**src/rtl/clahe_hist_bank_ctrl.sv**
```systemverilog
// Ping-pong histogram bank sequencer: flips the statistics bank on frame start,
// zero-fills it through RAM port A, and hands finished banks to the clipper.
module clahe_hist_bank_ctrl #(
  parameter int TILE_NUM_BITS = 6,
  parameter int BIN_W         = 16
) (
  input  logic                     pclk,
  input  logic                     rst,
  input  logic                     frame_start,
  input  logic                     frame_end,
  output logic                     ping_pong_flag,
  output logic                     clear_done,
  output logic                     clr_wr_en,
  output logic                     clr_bank,
  output logic [TILE_NUM_BITS-1:0] clr_tile_idx,
  output logic [7:0]               clr_addr,
  output logic [BIN_W-1:0]         clr_data,
  output logic                     clip_start,
  output logic                     clip_bank,
  input  logic                     clip_done,
  output logic                     err_overrun,
  input  logic                     err_clr
);

  localparam int CW = TILE_NUM_BITS + 8;
  localparam logic [CW-1:0] CNT_MAX = '1;

  typedef enum logic [1:0] {IDLE, WAIT_CLIP, CLEAR} state_t;

  state_t          state_q, state_d;
  logic [CW-1:0]   cnt_q, cnt_d;
  logic            flag_q, flag_d;
  logic            clear_done_q, clear_done_d;
  logic            clr_wr_en_q, clr_wr_en_d;
  logic            clr_bank_q, clr_bank_d;
  logic            clip_start_q, clip_start_d;
  logic            clip_bank_q, clip_bank_d;
  logic            clip_busy_q, clip_busy_d;
  logic            err_q, err_d;
  logic            err_set;

  always_ff @(posedge pclk or posedge rst) begin
    if (rst) begin
      state_q      <= IDLE;
      cnt_q        <= '0;
      flag_q       <= 1'b0;
      clear_done_q <= 1'b0;
      clr_wr_en_q  <= 1'b0;
      clr_bank_q   <= 1'b0;
      clip_start_q <= 1'b0;
      clip_bank_q  <= 1'b0;
      clip_busy_q  <= 1'b0;
      err_q        <= 1'b0;
    end else begin
      state_q      <= state_d;
      cnt_q        <= cnt_d;
      flag_q       <= flag_d;
      clear_done_q <= clear_done_d;
      clr_wr_en_q  <= clr_wr_en_d;
      clr_bank_q   <= clr_bank_d;
      clip_start_q <= clip_start_d;
      clip_bank_q  <= clip_bank_d;
      clip_busy_q  <= clip_busy_d;
      err_q        <= err_d;
    end
  end

  always_comb begin
    state_d      = state_q;
    cnt_d        = cnt_q;
    flag_d       = flag_q;
    clear_done_d = clear_done_q;
    clr_wr_en_d  = clr_wr_en_q;
    clr_bank_d   = clr_bank_q;
    clip_start_d = 1'b0;
    clip_bank_d  = clip_bank_q;
    clip_busy_d  = clip_busy_q;
    err_set      = 1'b0;

    case (state_q)
      IDLE: begin
        if (frame_start) begin
          flag_d       = ~flag_q;
          clear_done_d = 1'b0;
          clr_bank_d   = ~flag_q;
          // A same-cycle clip_done releases the bank, so no stall is needed.
          if (clip_busy_q && !clip_done && (clip_bank_q == ~flag_q)) begin
            state_d = WAIT_CLIP;
            err_set = 1'b1;
          end else begin
            state_d     = CLEAR;
            clr_wr_en_d = 1'b1;
          end
        end
      end
      WAIT_CLIP: begin
        if (frame_start) err_set = 1'b1;
        if (clip_done) begin
          state_d     = CLEAR;
          clr_wr_en_d = 1'b1;
        end
      end
      CLEAR: begin
        if (frame_start) err_set = 1'b1;
        if (cnt_q == CNT_MAX) begin
          cnt_d        = '0;
          state_d      = IDLE;
          clear_done_d = 1'b1;
          clr_wr_en_d  = 1'b0;
        end else begin
          cnt_d = cnt_q + 1'b1;
        end
      end
      default: state_d = IDLE;
    endcase

    if (clip_done) clip_busy_d = 1'b0;
    if (frame_end) begin
      if (!clear_done_q) err_set = 1'b1;
      if (!clip_busy_q || clip_done) begin
        clip_start_d = 1'b1;
        clip_bank_d  = flag_q;
        clip_busy_d  = 1'b1;
      end else begin
        err_set = 1'b1;
      end
    end

    err_d = err_set ? 1'b1 : (err_clr ? 1'b0 : err_q);
  end

  assign ping_pong_flag = flag_q;
  assign clear_done     = clear_done_q;
  assign clr_wr_en      = clr_wr_en_q;
  assign clr_bank       = clr_bank_q;
  assign clr_tile_idx   = cnt_q[CW-1:8];
  assign clr_addr       = cnt_q[7:0];
  assign clr_data       = '0;
  assign clip_start     = clip_start_q;
  assign clip_bank      = clip_bank_q;
  assign err_overrun    = err_q;

endmodule

```
**config.mk**
```make
export PLATFORM = sky130hd
export DESIGN_NAME = clahe_hist_bank_ctrl
export DESIGN_NICKNAME = d
export VERILOG_FILES = /design/src/rtl/clahe_hist_bank_ctrl.sv
export SDC_FILE = /design/constraint.sdc
export NUM_CORES = 1
export LEC_CHECK = 0
export ABC_AREA = 0
export ABC_CLOCK_PERIOD_IN_PS = 4770
export CORE_ASPECT_RATIO = 1.4
export CORE_MARGIN = 10
export CORE_UTILIZATION = 40
export CTS_BUF_LIST = sky130_fd_sc_hd__clkbuf_16
export DETAILED_ROUTE_END_ITERATION = 16
export HOLD_SLACK_MARGIN = 0.08
export PLACE_DENSITY = 0.68
export SYNTH_ARGS = -nofsm -noshare
export SYNTH_HDL_FRONTEND = slang
export SYNTH_SLANG_ARGS = --single-unit
```
**constraint.sdc**
```tcl
create_clock -name pclk -period 4.77 [get_ports pclk]
set_clock_uncertainty 0.2 [all_clocks]
set_input_delay 0.7155 -clock pclk [delete_from_list [all_inputs] [get_ports pclk]]
set_output_delay 0.7155 -clock pclk [all_outputs]
set_load 0.01 [all_outputs]
```
==> results of run 1 <==
## through the flow
step                      hold slack (ns)  cell area (sq um)  utilization  power [mW]  worst slack [ns]
after floorplan                     0.282               1360            -       0.542              2.85
after global placement              0.309               1530        0.491       0.681              2.48
after detailed placement            0.314               1530        0.491       0.695              2.41
after CTS                           0.327               1610        0.516       0.877              2.45
after global routing                0.339               1610        0.516       0.929              2.28
final                               0.322               1610        0.516       0.863              2.45
## worst register-to-register path: stages (launching register included)
cell     delay (ns)
dfrtp_1        0.41
inv_1          0.10
ha_1           0.43
nand4_1        0.26
or3_1          0.45
a21o_1         0.19
a21o_1         0.17
## layout make-up
type                            instances  area, sq um  share of cell area
Inverter                                6         22.5              0.0140
Multi-Input combinational cell         97          627               0.389
Timing Repair Buffer                   26          260               0.161
Tap cell                               39         48.8              0.0303
Clock buffer                            3         75.1              0.0465
Clock inverter                          1         3.75             0.00233
Sequential cell                        23          576               0.357
## state kept, by name, indices dropped and copies added, names as in the netlist
name and count:
clr_bank 1, clr_wr_en 1, state_q 2, clip_bank 1, clip_busy_q 1, clip_start 1
err_overrun 1, clear_done 1, cnt_q 14
## how the worst min path moves through the flow
stage | start | to | slack [ns] | depth (start not counted)
after floorplan | clip_busy_q | clip_busy_q | 0.28 | 2
after global placement | cnt_q[12] | cnt_q[12] | 0.31 | 1
after detailed placement | cnt_q[12] | cnt_q[12] | 0.31 | 1
after CTS | cnt_q[12] | cnt_q[12] | 0.33 | 1
after global routing | cnt_q[12] | cnt_q[12] | 0.34 | 1
final | cnt_q[12] | cnt_q[12] | 0.32 | 1
## layout by cell type (no fill, tap or decap), drive strengths merged, types with 5 or more instances in the layout
| cell type | instances |
|---|---|
| nor2 | 9 |
| inv | 7 |
| ha | 5 |
| nand4 | 5 |
| conb | 16 |
| dfrtp | 23 |
| xor2 | 7 |
| nand2 | 9 |
| clkdlybuf4s50 | 26 |
## kinds of logic after synthesis
kind of cell | count (synthesis)
DFF | 23
xor gates and xnor gates | 11
buffers and inverters | 24
adders and majority gates | 5
muxes | 4
and+or+nand+nor | 44
AOI/OAI and AO/OA | 17
other | 1
## power breakdown
| group | leakage (nW) | internal (mW) | switching (mW) |
|---|---|---|---|
| logic | 0.416 | 0.190 | 0.172 |
| registers | 0.291 | 0.253 | 0.0700 |
| clock network | 0.0423 | 0.112 | 0.0664 |
## layer usage
metal  vias to the layer above  GRT usage  wire length [um]
li1                        462          -                 -
met4                         0     0.0440                51
met2                        17      0.183              1640
met3                         5     0.0180               140
met1                       456      0.100              1020
met5                         -          0                 0
## synth_stat cells (all sizes together), types with 2 or more instances
cell type  instances
dfrtp             23
buf               17
nand2              9
nor2               9
xor2               7
inv                6
ha                 5
nand4              5
a21oi              4
nand3              4
nor2b              4
o21ai              4
xnor2              4
and3               3
nand2b             3
a21o               2
and2               2
and4               2
mux2               2
mux2i              2
==> metrics.csv, run 1 <==
metric,value,unit
nNetsFinal,168,
worst-r2r-cell-count,6,
cp_num_cells,6,
stdcell_count,195,
routedWlPerCell,14.6,um
firstDrtPassIters,4,
hold_path.class,flop to flop,
synth_simple_gate_area_share,0.186,
critPathArrivalTime,2.27,ns
cp-start-kind,flop,
cts_hold_buf,0,
reg2reg_from,state_q[0],
async_flop_share,1.00,
cts_inserted_buffers,3,
synthFlopType,dfrtp_1,
slowest_delay,0.45,ns
coreArea,3120,sq um
hpwl,2260,um
gp_congestion,0.799,
avgSynthCellArea,10.1,sq um
crit_family,simple AND/OR/NAND/NOR gates,
cts-root-buf,clkbuf_16,
finalHoldViolCount,0,
fillers,309,
synth_top_family_by_area,simple AND/OR/NAND/NOR gates,
path_cells,inv_1 > ha_1 > nand4_1 > or3_1 > a21o_1 > a21o_1,
insertion_delay,0.25,ns
vdd_ir_drop_max,0.300,mV
end_kind,flop,
die-area,5960,sq um
rr_endpoint,cnt_q[13],
drc_errors,0,
crit_path_frequent_cell,a21o_1,
netlist_area,1300,sq um
period_share,0.486,
startpoint,state_q[0],
p_leak,0.749,nW
vias,940,
core.rowCount,24,
synth-edff-count,0,
io_buffers,26,
start_util,0.416,
synth_cell_types,34,
synth_adder_area_share,0.0481,
maxCapViolations,0,
grt_usage,0.0982,
synthesis.instances,129,
viasPerCell,4.82,
worstSetupEndpoint,cnt_q[13],
grt.overflow.total,0,
setup_viol,0,
critPathMaxFanout,14,
tns,0,ns
period_needed,2.32,ns
synth_xor_area_frac,0.0741,
htree_levels,1,
cp.required,4.72,ns
path_buf_inv,1,
worst-setup-path-type,flop to flop,
yosys-top-cells-area,"dfrtp_1 44%, buf_4 9.8%, ha_1 4.8%",
power-per-cell-area,535,nW/um^2
slew_headroom,0.427,
ys_ff_latch,23,
worstMarginPinSlew,0.859,ns
rrSetupSlack,2.45,ns
drive_above_1_share,0.0513,
clkSinkCount,23,
synth_top_area_cell,dfrtp_1,
synthMuxAreaShare,0.0327,
grt_first_pass_wirelength,4560,um
status,completed,
dpl.cell_count,191,
cts_resized,0,
synth.top_cell.area_share,0.443,
die_h,87.5,um
path_clk_slew,0.06,ns
clock_path_buffers,2,
rsz0062_at_grt,false,
post-cts-setup-buffer-count,0,
grt_max_degree,24,
synth-compound-area-share,0.0953,
drtIter0Drc,35,
num_antenna_cells,0,
cts_tree,done,
die_x,68.2,um
first_global_vias,948,
fmax,0.431,GHz
syn_to_final_growth,24.1,%
ant_nets,0,
ys_seq_area_frac,0.443,
yosysWarningCount,0,
wl,2840,um
num_io_pins,43,
antenna_found_initial,0,
drv_slew,0,
slowest_stage,or3_1,
No activity file was read; power rests on OpenSTA's default activity.
==> inputs of run 2 (changes only) <==
- ABC_CLOCK_PERIOD_IN_PS: 4770 -> 2000
- PLACE_DENSITY: 0.68 -> 0.71
- clock period: 4.77 -> 2 ns (I/O delays scaled with it)
==> run 2 against run 1 <==
Effect of this change: fmax increased by 23%; final cell count increased by 6.7%; worst hold slack got worse by 0.14 ns; via count increased by 6.7%; critical path type unchanged; largest power group unchanged.
==> metrics.csv, run 2 (same netlist as run 1, synthesis figures left out) <==
metric,value,unit,change
status,completed,,unchanged
cp-start-kind,flop,,unchanged
critPathMaxFanout,4,,was 14
maxCapViolations,0,,unchanged
path_cells,nand4_2 > o41a_1 > nor2_2 > mux2_1,,was inv_1 > ha_1 > nand4_1 > or3_1 > a21o_1 > a21o_1
final_common_cell,clkdlybuf4s50_1,,unchanged
viasPerCell,4.82,,about the same
hold_path.class,primary input to asynchronous set/reset pin,,was flop to flop
power-per-cell-area,1280,nW/um^2,was 535 nW/um^2
drtIter0Drc,34,,was 35
dpl.cell_count,203,,was 191
worst-setup-path-type,flop to flop,,unchanged
die-area,5960,sq um,unchanged
clock_path_buffers,2,,unchanged
dp_slack,0.0557,ns,was 2.41 ns
p_leak,0.813,nW,was 0.749 nW
place_area,1620,sq um,was 1530 sq um
clkSinkCount,23,,unchanged
coreArea,3120,sq um,unchanged
cts_inserted_buffers,3,,unchanged
first_global_vias,1083,,was 948
period_share,0.944,,was 0.486
layout_common_cells,"26 x clkdlybuf4s50_1, 23 x dfrtp_1, 16 x conb_1",,unchanged
cts_hold_buf,0,,unchanged
drive_above_1_share,0.136,,was 0.0513
core.rowCount,24,,unchanged
nNetsFinal,181,,was 168
htree_levels,1,,unchanged
drv_slew,0,,unchanged
largest_reg_flops,14,,unchanged
grt_usage,0.0999,,was 0.0982
cts_tree,done,,unchanged
path_clk_slew,0.06,ns,about the same
critPathArrivalTime,1.82,ns,was 2.27 ns
tns,0,ns,unchanged
slowest_stage,o41a_1,,was or3_1
end_kind,flop,,unchanged
fin_ws,0.112,ns,was 2.45 ns
cts-root-buf,clkbuf_16,,unchanged
antenna_found_initial,0,,unchanged
post-route-util,0.549,,was 0.516
ant_nets,0,,unchanged
whs,0.180,ns,was 0.322 ns
start_util,0.416,,unchanged
finalHoldViolCount,0,,unchanged
hpwl,2360,um,was 2260 um
period_needed,1.89,ns,was 2.32 ns
setup_viol,0,,unchanged
grt_max_degree,24,,unchanged
cp.required,1.94,ns,was 4.72 ns
rrSetupSlack,0.11,ns,was 2.45 ns
die_x,68.2,um,unchanged
stdcell_count,208,,was 195
power,2.19,mW,was 0.863 mW
wl,2850,um,was 2840 um
reg2reg_from,cnt_q[7],,was state_q[0]
routedWlPerCell,13.7,um,was 14.6 um
syn_to_final_growth,31.9,%,was 24.1%
grt.overflow.total,0,,unchanged
final_area,1710,sq um,was 1610 sq um
worst-r2r-cell-count,4,,was 6
top_regs,"cnt_q x14, state_q x2",,unchanged
firstDrtPassIters,4,,unchanged
io_buffers,26,,unchanged
vias,1003,,was 940
vdd_ir_drop_max,0.604,mV,was 0.300 mV
top_register,cnt_q,,unchanged
num_io_pins,43,,unchanged
rr_endpoint,state_q[0],,was cnt_q[13]
drc_errors,0,,unchanged
gp_congestion,0.858,,was 0.799
fmax,0.530,GHz,was 0.431 GHz
num_antenna_cells,0,,unchanged
die_h,87.5,um,unchanged
grt_first_pass_wirelength,4690,um,was 4560 um
slowest_delay,0.50,ns,was 0.45 ns
insertion_delay,0.25,ns,about the same
run 2: cell types whose count changed in the layout (fill, tap and decap cells not counted):
cell / previous run / this run
buf_4: 0 / 13
clkinv_2: 0 / 1
inv_1: 7 / 6
nor2_1: 9 / 8
nor2_2: 0 / 1
run 2: worst max path at each step:
stage	startpoint	to	cells past startpoint
6_report	cnt_q[7]	state_q[0]	4
5_1_grt	cnt_q[7]	state_q[0]	4
4_1_cts	cnt_q[7]	state_q[0]	4
3_5_place_dp	frame_start	state_q[0]	5
3_3_place_gp	frame_start	state_q[0]	5
2_1_floorplan	cnt_q[0]	state_q[0]	5
run 2: what timing repair did:
action	CTS	global route
setup buffers	0	1
endpoints found under the setup margin	0	1
gates resized for setup	0	1
run 2: power breakdown:
group          leakage [nW]  switching [mW]  total (mW)  internal (mW)
Combinational         0.481           0.485        1.04          0.551
Clock                0.0409           0.159       0.428          0.269
Sequential            0.291           0.126       0.729          0.603
run 2: worst max-delay path, delay by kind of cell (launching register included):
kind | cells | cell delay (ns)
AOI/OAI and AO/OA | 1 | 0.50
DFF | 1 | 0.41
muxes | 1 | 0.33
and+or+nand+nor | 2 | 0.33
run 2: cell type report:
cell class | count | area [sq um]
Timing Repair Buffer | 39 | 358
Tap cell | 39 | 48.8
Fill cell | 313 | 1410
Inverter | 6 | 22.5
Sequential cell | 23 | 576
Multi-Input combinational cell | 97 | 629
Clock inverter | 1 | 5.00
Clock buffer | 3 | 75.1
run 2: metal layers:
layer | vias up | global-route usage | routed length [um]
li1 | 489 | - | -
met5 | - | 0 | 0
met2 | 28 | 0.184 | 1550
met1 | 477 | 0.0917 | 1020
met4 | 0 | 0.0679 | 99
met3 | 9 | 0.0219 | 183
==> inputs of run 3 (changes only) <==
- ABC_CLOCK_PERIOD_IN_PS: 2000 -> 1700
- DONT_BUFFER_PORTS: default -> 1
- PLACE_DENSITY: 0.71 -> 0.53
- clock period: 2 -> 1.7 ns (I/O delays scaled with it)
==> run 3 against run 2 <==
Effect of this change: the flow now finishes with violations (setup timing); utilization grew 5.4 points; clock-buffer cell count unchanged; worst setup slack got worse by 0.24 ns; flip-flop and latch count is the same; critical endpoint is now cnt_q[13]; largest cell class unchanged; largest power group unchanged.
==> metrics.csv, run 3 (same netlist as run 1, synthesis figures left out) <==
metric,value,unit,change
power,2.84,mW,was 2.19 mW
grt_max_degree,24,,unchanged
vias,1031,,was 1003
largest_reg_flops,14,,unchanged
worst-setup-path-type,flop to flop,,unchanged
post-route-util,0.603,,was 0.549
path_clk_slew,0.06,ns,about the same
coreArea,3120,sq um,unchanged
stdcell_count,215,,was 208
switching_share,0.368,,was 0.351
fmax,0.548,GHz,was 0.530 GHz
viasPerCell,4.80,,was 4.82
grt_first_pass_wirelength,5290,um,was 4690 um
hpwl,2530,um,was 2360 um
p_switching,1.04,mW,was 0.770 mW
p_seq_frac,0.318,,was 0.332
tns,-0.778,ns,was 0 ns
firstDrtPassIters,4,,unchanged
period_needed,1.82,ns,was 1.89 ns
critPathMaxFanout,4,,unchanged
io_buffers,0,,was 26
pwr-share-clk,0.180,,was 0.195
grt.overflow.total,0,,unchanged
drtIter0Drc,26,,was 34
nNetsFinal,188,,was 181
ant_nets,0,,unchanged
htree_levels,1,,unchanged
final_common_cell,buf_4,,was clkdlybuf4s50_1
end_kind,flop,,unchanged
cp.required,1.64,ns,was 1.94 ns
rsz0062_at_grt,true,,
drc_errors,0,,unchanged
status,finished with violations,,was completed
die-area,5960,sq um,unchanged
die_x,68.2,um,unchanged
dpl.cell_count,199,,was 203
top_register,cnt_q,,unchanged
hold_path.class,primary input to flop,,was primary input to asynchronous set/reset pin
finalHoldViolCount,0,,unchanged
cts-root-buf,clkbuf_16,,unchanged
setup_viol,10,,was 0
power-per-cell-area,1510,nW/um^2,was 1280 nW/um^2
first_global_vias,1086,,was 1083
maxCapViolations,0,,unchanged
cts_inserted_buffers,3,,unchanged
gp_congestion,0.788,,was 0.858
num_io_pins,43,,unchanged
core.rowCount,24,,unchanged
layout_common_cells,"35 x buf_4, 20 x dfrtp_1, 16 x conb_1",,"was 26 x clkdlybuf4s50_1, 23 x dfrtp_1, 16 x conb_1"
period_share,1.07,,was 0.944
power.internal,1.79,mW,was 1.42 mW
die_h,87.5,um,unchanged
dp_slack,-0.183,ns,was 0.0557 ns
routedWlPerCell,15.5,um,was 13.7 um
antenna_found_initial,0,,unchanged
num_antenna_cells,0,,unchanged
drive_above_1_share,0.415,,was 0.136
p_leak,0.904,nW,was 0.813 nW
wl,3330,um,was 2850 um
drv_slew,0,,unchanged
critPathArrivalTime,1.77,ns,was 1.82 ns
insertion_delay,0.25,ns,about the same
combPwrFrac,0.502,,was 0.472
syn_to_final_growth,44.8,%,was 31.9%
top_regs,"cnt_q x14, state_q x2",,unchanged
violations,setup timing,,
cp-start-kind,flop,,unchanged
fin_ws,-0.125,ns,was 0.112 ns
cts_tree,done,,unchanged
clock_path_buffers,2,,unchanged
clkSinkCount,23,,unchanged
start_util,0.416,,unchanged
vdd_ir_drop_max,0.807,mV,was 0.604 mV
grt_usage,0.115,,was 0.0999
run 3: cell types whose count changed in the layout (fill, tap and decap cells not counted), moves of 3 or more:
cell	delta
clkdlybuf4s50_1	-26
buf_4	+22
buf_6	+6
dlygate4sd3_1	+5
ha_1	-4
dfrtp_1	-3
dfrtp_2	+3
ha_4	+3
o21ai_0	-3
run 3: what timing repair did:
action / CTS / global route
gates resized for setup: 14 / 20
endpoints found under the hold margin: 27 / 0
endpoints found under the setup margin: 9 / 14
buffers inserted: 6 / 1
pin swaps: 6 / 9
hold buffers: 5 / 0
run 3: through the flow:
| step | instance area (sq um) | hold WS, ns |
|---|---|---|
| 4_1_cts | 1800 | 0.123 |
| 3_3_place_gp | 1550 | 0.00534 |
| 5_1_grt | 1880 | 0.143 |
| 3_5_place_dp | 1550 | 0.00803 |
| 2_1_floorplan | 1380 | 0.0567 |
| 6_report | 1880 | 0.124 |
run 3: layout make-up:
class	count	area, sq um
inverter	6	22.5
multi-input combinational	97	771
sequential	23	579
tap	39	48.8
timing repair buffer	46	380
clock buffer	3	75.1
fill	268	1240
clock inverter	1	5.00
run 3: final timing paths:
check                           from         end  slack [ns]  depth (start not counted)
max                         cnt_q[4]   cnt_q[13]       -0.12                          6
min                        clip_done  clip_start        0.12                          2
max reg2reg                 cnt_q[4]   cnt_q[13]       -0.12                          6
min reg2reg                clr_wr_en   clr_wr_en        0.38                          2
max in group asynchronous        rst    cnt_q[4]        0.76                          3
min in group asynchronous        rst   clip_bank        0.28                          3
run 3: power groups by stage:
stage,Combinational (mW),Clock [mW],Sequential (mW)
final,1.42,0.512,0.900
after global routing,1.57,0.548,0.922
after CTS,1.33,0.523,0.899
after detailed placement,1.15,0,0.889
after global placement,1.13,0,0.883
after floorplan,0.593,0,0.953
run 3: worst max-delay path: stages (launching register included):
cell	delay [ns]
dfrtp_2	0.37
nand4_2	0.13
buf_6	0.15
buf_6	0.10
or3_4	0.42
a21o_1	0.19
a21o_1	0.15
run 3: per-layer routing:
metal / vias to the layer above / GRT usage / share of wire / routed length, um
met1: 505 / 0.114 / 0.34 / 1150
met2: 16 / 0.212 / 0.59 / 1970
met5: - / 0 / 0 / 0
met4: 0 / 0.0404 / 0.012 / 40
li1: 506 / - / - / -
met3: 4 / 0.0361 / 0.053 / 175
